**src/rtl/io_port_buffer.sv**
```systemverilog
// rtl/io_port_buffer.sv - byte FIFO between an IO device and a DMA engine with a DMA request FSM
// Optional sticky err output is enabled by defining IO_BUF_ERR_FLAG_EN.
module io_port_buffer #(
  parameter int DEPTH      = 8,
  parameter int WREQ_LEVEL = 4
) (
  input  logic       clk,
  input  logic       rst,
  input  logic       wr,
  input  logic [7:0] indata,
  input  logic       rd,
  output logic [7:0] outdata,
  output logic       io_full,
  output logic       io_empty,
  output logic       wreq
`ifdef IO_BUF_ERR_FLAG_EN
  ,
  output logic       err
`endif
);

  localparam int AW = $clog2(DEPTH);
  localparam int CW = AW + 1;
  localparam logic [CW-1:0] FULL_CNT = CW'(DEPTH);
  localparam logic [CW-1:0] REQ_CNT  = CW'(WREQ_LEVEL);

  typedef enum logic [1:0] {S_IDLE, S_REQ, S_DRAIN} state_t;

  logic [7:0]    r_mem [DEPTH];
  logic [AW-1:0] r_wptr, r_rptr;
  logic [CW-1:0] r_count;
  logic [7:0]    r_outdata;
  logic          r_full, r_empty, r_wreq;
  state_t        r_state;

  logic          w_wr_acc, w_rd_acc;
  logic [CW-1:0] w_count_nxt;
  state_t        w_state_nxt;

  // A full FIFO still takes a write when a read frees the head slot on the same edge.
  assign w_rd_acc = rd && !r_empty;
  assign w_wr_acc = wr && (!r_full || w_rd_acc);

  always_comb begin
    w_count_nxt = r_count;
    if (w_wr_acc && !w_rd_acc)      w_count_nxt = r_count + CW'(1);
    else if (!w_wr_acc && w_rd_acc) w_count_nxt = r_count - CW'(1);
  end

  always_comb begin
    w_state_nxt = r_state;
    case (r_state)
      S_IDLE:  if (w_count_nxt >= REQ_CNT) w_state_nxt = S_REQ;
      S_REQ:   if (w_rd_acc) w_state_nxt = S_DRAIN;
      S_DRAIN: if (w_count_nxt == '0) w_state_nxt = S_IDLE;
      default: w_state_nxt = S_IDLE;
    endcase
  end

  always_ff @(posedge clk) begin
    if (w_wr_acc) r_mem[r_wptr] <= indata;
  end

  always_ff @(posedge clk or posedge rst) begin
    if (rst) begin
      r_wptr    <= '0;
      r_rptr    <= '0;
      r_count   <= '0;
      r_outdata <= 8'h00;
      r_full    <= 1'b0;
      r_empty   <= 1'b1;
      r_wreq    <= 1'b0;
      r_state   <= S_IDLE;
    end else begin
      if (w_wr_acc) r_wptr <= r_wptr + AW'(1);
      if (w_rd_acc) begin
        r_rptr    <= r_rptr + AW'(1);
        r_outdata <= r_mem[r_rptr];
      end
      r_count <= w_count_nxt;
      r_full  <= (w_count_nxt == FULL_CNT);
      r_empty <= (w_count_nxt == '0);
      r_state <= w_state_nxt;
      r_wreq  <= (w_state_nxt != S_IDLE);
    end
  end

`ifdef IO_BUF_ERR_FLAG_EN
  logic r_err;
  always_ff @(posedge clk or posedge rst) begin
    if (rst) r_err <= 1'b0;
    else if ((wr && !w_wr_acc) || (rd && r_empty)) r_err <= 1'b1;
  end
  assign err = r_err;
`endif

  assign outdata  = r_outdata;
  assign io_full  = r_full;
  assign io_empty = r_empty;
  assign wreq     = r_wreq;

endmodule

```
**config.mk**
```make
export PLATFORM = sky130hd
export DESIGN_NAME = io_port_buffer
export DESIGN_NICKNAME = d
export VERILOG_FILES = /design/src/rtl/io_port_buffer.sv
export SDC_FILE = /design/constraint.sdc
export NUM_CORES = 1
export LEC_CHECK = 0
export ABC_CLOCK_PERIOD_IN_PS = 4800
export CAP_MARGIN = 40
export CORE_UTILIZATION = 50
export CTS_CLUSTER_SIZE = 40
export DETAILED_ROUTE_END_ITERATION = 12
export PLACE_DENSITY = 0.69
export SYNTH_ARGS = -nofsm -noshare
export SYNTH_HDL_FRONTEND = slang
export SYNTH_SLANG_ARGS = --single-unit
```
**constraint.sdc**
```tcl
create_clock -name clk -period 4.8 [get_ports clk]
set_clock_uncertainty 0.1 [all_clocks]
set_input_delay 0.72 -clock clk [delete_from_list [all_inputs] [get_ports clk]]
set_output_delay 0.72 -clock clk [all_outputs]
set_load 0.005 [all_outputs]
```
**After elaboration in Yosys (flattened, before gate mapping)**

Memory sizes are Yosys's and may differ from the RTL's. A register that Yosys moved wholly into a read port is not among the register bits.
Index checks and enable logic that the tools add are counted.

- Register bits: 15
- RAM bits: 64
- Memory bits (read-only): 0
- Output and inout bits: 11
- Word-level logic and storage cells: 36
- Bits in latches: 0
- Memories: 1
- Bits of input ports: 12

Memories:

| name | depth | bits a word | read ports | clocked after Yosys merged registers in | wr ports | line | text |
|---|---|---|---|---|---|---|---|
| r_mem | 8 | 8 | 1 | 1 | 1 | 29 | `logic [7:0] r_mem [DEPTH];` |

- Bitwise gates (word level): 0
- Multiplexer cells: 8
- Multipliers: 0
- Equality and inequality tests: 3
- Divide/modulo/power cells: 0
- Order comparisons: 1
- Shift operators: 0
- Reductions and logical operators: 12
- $add $sub $neg: 4

Operator list:

| cell | count |
|---|---|
| $mux W4 | 2 |
| $add A3 B1 Y3 const B | 2 |
| $mux W2 | 3 |
| $pmux W2 S3 | 1 |
| $add A4 B1 Y4 const B | 1 |
| $eq A4 B4 Y1 const B | 1 |
| $ge A4 B3 Y1 const B | 1 |
| $logic_and A1 B1 Y1 | 4 |
| $logic_not A1 Y1 | 4 |
| $logic_not A4 Y1 | 1 |
| $sub A4 B1 Y4 const B | 1 |
| $eq A2 B1 Y1 const B | 1 |
| $eq A2 B2 Y1 const B | 1 |
| $logic_not A2 Y1 | 1 |
| $mux W1 | 2 |
| $reduce_bool A2 Y1 | 1 |
| $logic_or A1 B1 Y1 | 1 |

**Logic depth before layout (Yosys ltp)**

Gate-level depths: netlist (run 1).

- Word-level depth: 12
- Mapped depth: 7
- Mapped depth without buffers: 7

**Worst setup path before layout (run 1)**

No wires, ideal clock.

- Kind: input-to-reg
- Start point: in rd
- End point: mem r_mem[1][0] (enable)
- Data arrival time: 1872 ps
- Path buffers: 0
- Library setup time: 383 ps
- Stages on the path: 4
- Setup slack: 2445 ps
- Cell sequence: nand2b_1 a21boi_1 nand2_1 nor3_1

- Longest elaborated chain between the ends: 5

Ends and longest elaborated chain:

| what | line | text |
|---|---|---|
| start, declared | 11 | `input logic rd,` |
| $logic_and A1 B1 Y1 | 41 | `assign w_rd_acc = rd && !r_empty;` |
| $logic_or A1 B1 Y1 | 42 | `assign w_wr_acc = wr && (!r_full \|\| w_rd_acc);` |
| $logic_and A1 B1 Y1 | 42 |  |
| $mux W1 | 61 | `if (w_wr_acc) r_mem[r_wptr] <= indata;` |
| $mux W1 (implied by the code) | 61 |  |
| end, declared | 29 |  |

Every way passes these cells.

**Worst setup path after layout (run 1)**

- Start point: in rd
- End point: mem r_mem[5][0] (enable)

Same word-level chain as after synthesis.

==> flow_metrics.py, run 1 <==
metrics = {
    "synthesis": {
        "ys_types": 42,
        "yosysSeqAreaShare_pct": 70.8,
        "ys.warnings.count": 0,
        "yosys.cell_count.top_type": "edfxtp_1",
        "synthCells": 203,
        "avgSynthCellArea_um2": 17.4,
        "synth_area_leader_cell": "edfxtp_1",
        "ys_ff_latch": 87,
        "async_flop_share_pct": 26.4,
        "synth_top_area_share_pct": 54.5,
        "synth_area_um2": 3530,
        "synth_common_cells": "edfxtp_1 (64), dfrtp_1 (22), nand2_1 (20), mux4_2 (16), o21ai_0 (10)",
        "synth_enable_flop_cells": 64,
        "synth_fp_nets": 219,
        "synthFlopType": "edfxtp_1",
        "yosys-top-cells-area": "edfxtp_1 (54%), dfrtp_1 (16%), mux4_2 (10%), mux2i_1 (2.3%), nand2_1 (2.1%)",
    },
    "clock_network": {
        "clk_path_buf_depth": 2,
        "cts_made_buffers": 9,
        "root_buffer": "clkbuf_8",
        "cts_tree": "built",
        "cts.clk_slew.worst_paths_ns": 0.09,
        "cts_hold_buf": 0,
        "cts.sinks": 87,
        "cts_setup_buffers": 0,
        "cts-htree-levels": 3,
        "clock_latency_ns": 0.37,
        "ctsResizeCount": 0,
    },
    "timing": {
        "slew_headroom_pct": 50.2,
        "setup-tns-final_ns": 0,
        "min_period_ns": 3.07,
        "clock.fmax_mhz": 325,
        "hold_viol": 0,
        "tightestPinTransition_ns": 0.747,
        "rsz0062_at_grt": "no",
        "setup_violations": 0,
        "finalCritPeriodShare_pct": 64.0,
        "final_max_slew_viol_count": 0,
    },
    "final_layout": {
        "nets": 248,
        "layout-drive-gt1-share_pct": 19.4,
        "area_growth_pct": 16.6,
        "diodes": 0,
        "nFillCells": 512,
        "multiInputGateArea_um2": 972,
        "regArea_um2": 2500,
    },
    "critical_path": {
        "critPathMaxFanout": 21,
        "crit_required_ns": 4.71,
        "path_class": "in -> reg",
        "end_kind": "register",
        "critPathMaxStageDelay_ns": 0.59,
        "crit_arrival_ns": 2.98,
        "worstSetupStartpointType": "input port",
        "crit_slowest_cell": "nor2_1",
        "path_cells": "clkdlybuf4s50_1 > nand2b_1 > a21boi_1 > nand2_1 > nor2_1",
    },
    "floorplan": {
        "ios": 23,
        "coreArea_um2": 6790,
        "initial_utilization_pct": 51.9,
        "fp.dieH_um": 86.0,
        "die_area_um2": 7390,
        "rows": 30,
        "die_w_um": 86.0,
    },
    "global_route": {
        "grt_pass1_wl_mm": 10.3,
        "gr-usage-all-layers_pct": 20.3,
        "overflow": 0,
        "grt_pass1_vias": 1774,
        "antenna_found_initial": 0,
        "grt_max_degree": 22,
    },
    "placement": {
        "gp_congestion": 0.747,
        "portBuffers": 22,
        "hpwl_mm": 4.71,
    },
    "detailed_routing": {
        "drt-pass1-iter-count": 4,
        "ant_nets": 0,
        "finalWirelength_mm": 6.58,
        "viasPerCell": 5.39,
        "drt_iter0_markers": 58,
        "wl_per_cell_um": 19.8,
        "num_vias": 1795,
        "drc_errors": 0,
    },
    "status": {
        "status": "finished, final reports clean",
    },
    "power_and_ir_drop": {
        "p_total_mw": 2.44,
        "ir_worst_vdd_uv": 322,
        "power_density_nw_per_um2": 594,
        "p_leak_nw": 1.44,
    },
    "min_path": {
        "hold_class": "reg -> reg",
    },
    "run": {
        "maxCapViolCount": 0,
    },
}
## through the flow
stage / setup slack (ns) / cells / cell area [um^2] / hold slack (ns) / utilization, %
6_report: 1.73 / 333 / 4110 / 0.397 / 60.5
5_1_grt: 1.50 / 333 / 4110 / 0.436 / 60.5
3_3_place_gp: 1.38 / 315 / 3840 / 0.380 / 56.5
2_1_floorplan: 2.44 / 203 / 3530 / 0.373 / -
3_5_place_dp: 1.30 / 317 / 3890 / 0.390 / 57.3
4_1_cts: 1.70 / 333 / 4110 / 0.411 / 60.5
## layer usage
layer  GRT usage (%)  vias to the layer above  share of wire (%)
met5               0                        -                  0
met4            5.45                        0                1.0
met3            6.64                        8                5.2
met2            28.9                       45                 47
met1            30.2                      900                 47
li1                -                      842                  -
## flip-flops by register name, indices dropped and copies added (netlist names)
register	cells
r_mem	64
outdata	8
r_count	4
r_rptr	3
r_wptr	3
r_state	2
io_empty	1
io_full	1
wreq	1
## kinds of logic (layout without fill, tap and decap cells)
| family | after synthesis | after routing | synth area share (%) |
|---|---|---|---|
| muxes | 25 | 25 | 12.8 |
| adders and majority gates | 4 | 4 | 1.42 |
| xor gates and xnor gates | 6 | 6 | 1.49 |
| and+or+nand+nor | 47 | 47 | 7.59 |
| DFF | 87 | 87 | 70.8 |
| buffers and inverters | 11 | 45 | 1.60 |
| AOI/OAI and AO/OA | 23 | 23 | 4.26 |
## placed cells by master, fill, tap and decap left out, drive strengths merged, types with 3 or more instances in the layout
cell	n
edfxtp	64
clkdlybuf4s50	22
dfrtp	22
nand2	20
mux4	16
o21ai	11
clkbuf	9
mux2i	8
nor2	8
inv	8
nand2b	6
xnor2	5
ha	4
buf	4
a21oi	3
nor3	3
## where the power goes
part / switching, mW / internal, mW / total [mW]
logic: 0.306 / 0.409 / 0.715
registers: 0.181 / 0.994 / 1.17
clock network: 0.295 / 0.258 / 0.553
total: 0.782 / 1.66 / 2.44
## path summary, 6_finish.rpt
| kind | startpoint | cells past startpoint | slack, ns | endpoint |
|---|---|---|---|---|
| max in group asynchronous | rst | 3 | 3.68 | outdata[5] |
| min reg2reg | outdata[0] | 2 | 0.40 | outdata[0] |
| min | outdata[0] | 2 | 0.40 | outdata[0] |
| min in group asynchronous | rst | 2 | 0.51 | r_state[1] |
| max reg2reg | io_empty | 4 | 2.12 | r_mem[5][0] |
| max | rd | 5 | 1.73 | r_mem[5][0] |
## worst max-delay path: cells and delay by family
family | cells | cell delay (ns)
AO/OA/AOI/OAI | 1 | 0.58
buffers and inverters | 1 | 0.52
AND/OR/NAND/NOR | 3 | 1.16
## cell type report
| type | count | area share (%) |
|---|---|---|
| Clock buffer | 9 | 3.01 |
| Clock inverter | 7 | 2.31 |
| Inverter | 3 | 0.274 |
| Multi-Input combinational cell | 105 | 23.6 |
| Sequential cell | 87 | 60.8 |
| Tap cell | 96 | 2.92 |
| Timing Repair Buffer | 26 | 7.06 |
Power figures use the tool's default switching activity.
==> inputs of run 2 (changes only) <==
- ABC_CLOCK_PERIOD_IN_PS: 4800 -> 2800
- PLACE_DENSITY: 0.69 -> 0.72
- clock period: 4.8 -> 2.8 ns (I/O delays scaled with it)
==> flow_metrics.py, run 2 (synthesized netlist as in run 1, its figures left out) <==
metrics = {
    "timing": {
        "slew_headroom_pct": 49.5,
        "setup_violations": 0,
        "clock.fmax_mhz": 431,
        "min_period_ns": 2.32,
        "hold_viol": 0,
        "finalCritPeriodShare_pct": 82.8,
        "final_max_slew_viol_count": 0,
        "rsz0062_at_grt": "no",
        "setup-tns-final_ns": 0,
        "tightestPinTransition_ns": 0.757,
        "postLayoutSetupSlackWorst_ns": 0.481,
    },
    "detailed_routing": {
        "finalWirelength_mm": 6.01,
        "viasPerCell": 5.27,
        "wl_per_cell_um": 17.2,
        "drt_iter0_markers": 160,
        "ant_nets": 0,
        "num_vias": 1843,
        "drt-pass1-iter-count": 4,
        "drc_errors": 0,
    },
    "final_layout": {
        "layout_commonest_cell": "edfxtp_1",
        "finalInstanceArea_um2": 4210,
        "top_register": "r_mem",
        "nets": 265,
        "mostFrequentLayoutCells": "edfxtp_1 (64), clkdlybuf4s50_1 (22), dfrtp_1 (22)",
        "nFillCells": 480,
        "multiInputGateArea_um2": 972,
        "regArea_um2": 2500,
        "fin_cells": 350,
        "diodes": 0,
        "largest_reg_flops": 64,
        "area_growth_pct": 19.2,
        "layout-drive-gt1-share_pct": 24.4,
    },
    "placement": {
        "dpl-instance-area_um2": 3980,
        "dp_cells": 334,
        "gp_congestion": 0.823,
        "dp_slack_ns": 0.447,
        "portBuffers": 22,
        "hpwl_mm": 4.00,
    },
    "status": {
        "status": "finished, final reports clean",
    },
    "floorplan": {
        "fp.dieH_um": 86.0,
        "die_area_um2": 7390,
        "ios": 23,
        "initial_utilization_pct": 51.9,
        "rows": 30,
        "die_w_um": 86.0,
        "coreArea_um2": 6790,
    },
    "power_and_ir_drop": {
        "power_density_nw_per_um2": 1010,
        "ir_worst_vdd_uv": 407,
        "p_leak_nw": 1.52,
    },
    "global_route": {
        "grt_pass1_wl_mm": 9.54,
        "antenna_found_initial": 0,
        "grt_pass1_vias": 1794,
        "overflow": 0,
        "gr-usage-all-layers_pct": 18.4,
        "grt_max_degree": 24,
    },
    "critical_path": {
        "crit_required_ns": 2.94,
        "critPathMaxStageDelay_ns": 0.51,
        "cpLargestDelayFamily": "compound AO/OA/AOI/OAI gates",
        "r2r_slack_ns": 0.48,
        "worstSetupStartpointType": "register",
        "critPathMaxFanout": 6,
        "end_kind": "register",
        "path_class": "reg -> reg",
        "crit_arrival_ns": 2.46,
        "path_cells": "inv_1 > ha_1 > or4bb_1 > o31ai_1 > a32oi_2 > a211oi_2 > o22ai_1",
        "crit_slowest_cell": "dfrtp_1",
        "crit_buf_inv": 1,
    },
    "clock_network": {
        "cts_setup_buffers": 0,
        "cts.clk_slew.worst_paths_ns": 0.09,
        "cts_made_buffers": 9,
        "clock_latency_ns": 0.36,
        "cts_hold_buf": 0,
        "root_buffer": "clkbuf_8",
        "clk_path_buf_depth": 2,
        "cts.sinks": 87,
        "cts-htree-levels": 3,
        "cts_tree": "built",
        "ctsResizeCount": 0,
    },
    "run": {
        "maxCapViolCount": 0,
    },
    "min_path": {
        "hold_class": "in -> async",
    },
}
[run 2: stage by stage]
step | util, % | power, mW | hold slack [ns]
global route | 61.9 | 4.46 | 0.347
CTS | 61.9 | 4.27 | 0.299
finish | 61.9 | 4.23 | 0.296
floorplan | - | 2.81 | 0.321
global placement | 58.6 | 3.27 | 0.361
detailed placement | 58.6 | 3.30 | 0.370
[run 2: worst paths after layout]
| check | start | cells after the start | to |
|---|---|---|---|
| max | r_count[0] | 7 | r_state[1] |
| min | rst | 3 | r_wptr[2] |
| max reg2reg | r_count[0] | 7 | r_state[1] |
| min reg2reg | outdata[7] | 2 | outdata[7] |
| max in group asynchronous | rst | 3 | io_empty |
| min in group clk | outdata[7] | 2 | outdata[7] |
[run 2: per-layer routing]
| metal | wire (um) | global-route usage [%] | up-vias |
|---|---|---|---|
| met2 | 2970 | 29.1 | 31 |
| li1 | - | - | 870 |
| met5 | 0 | 0 | - |
| met3 | 177 | 4.04 | 10 |
| met1 | 2740 | 24.3 | 932 |
| met4 | 127 | 9.09 | 0 |
[run 2: tightest hold or removal path, cell delays in order]
cell and delay [ns]:
clkdlybuf4s50_1 0.39, inv_1 0.05, buf_4 0.29
[run 2: power by group]
part / switching [mW] / internal (mW) / total, mW
Sequential: 0.263 / 1.70 / 1.96
Clock: 0.463 / 0.513 / 0.977
Combinational: 0.560 / 0.733 / 1.29
Total: 1.29 / 2.95 / 4.23
[run 2: layout make-up]
class	count	area share, %
flip-flops and latches	87	59.4
multi-input cells	105	23.1
repair buffers	43	8.99
clock buffers	9	2.95
well taps	96	2.86
clock inverters	7	2.41
inverters	3	0.268
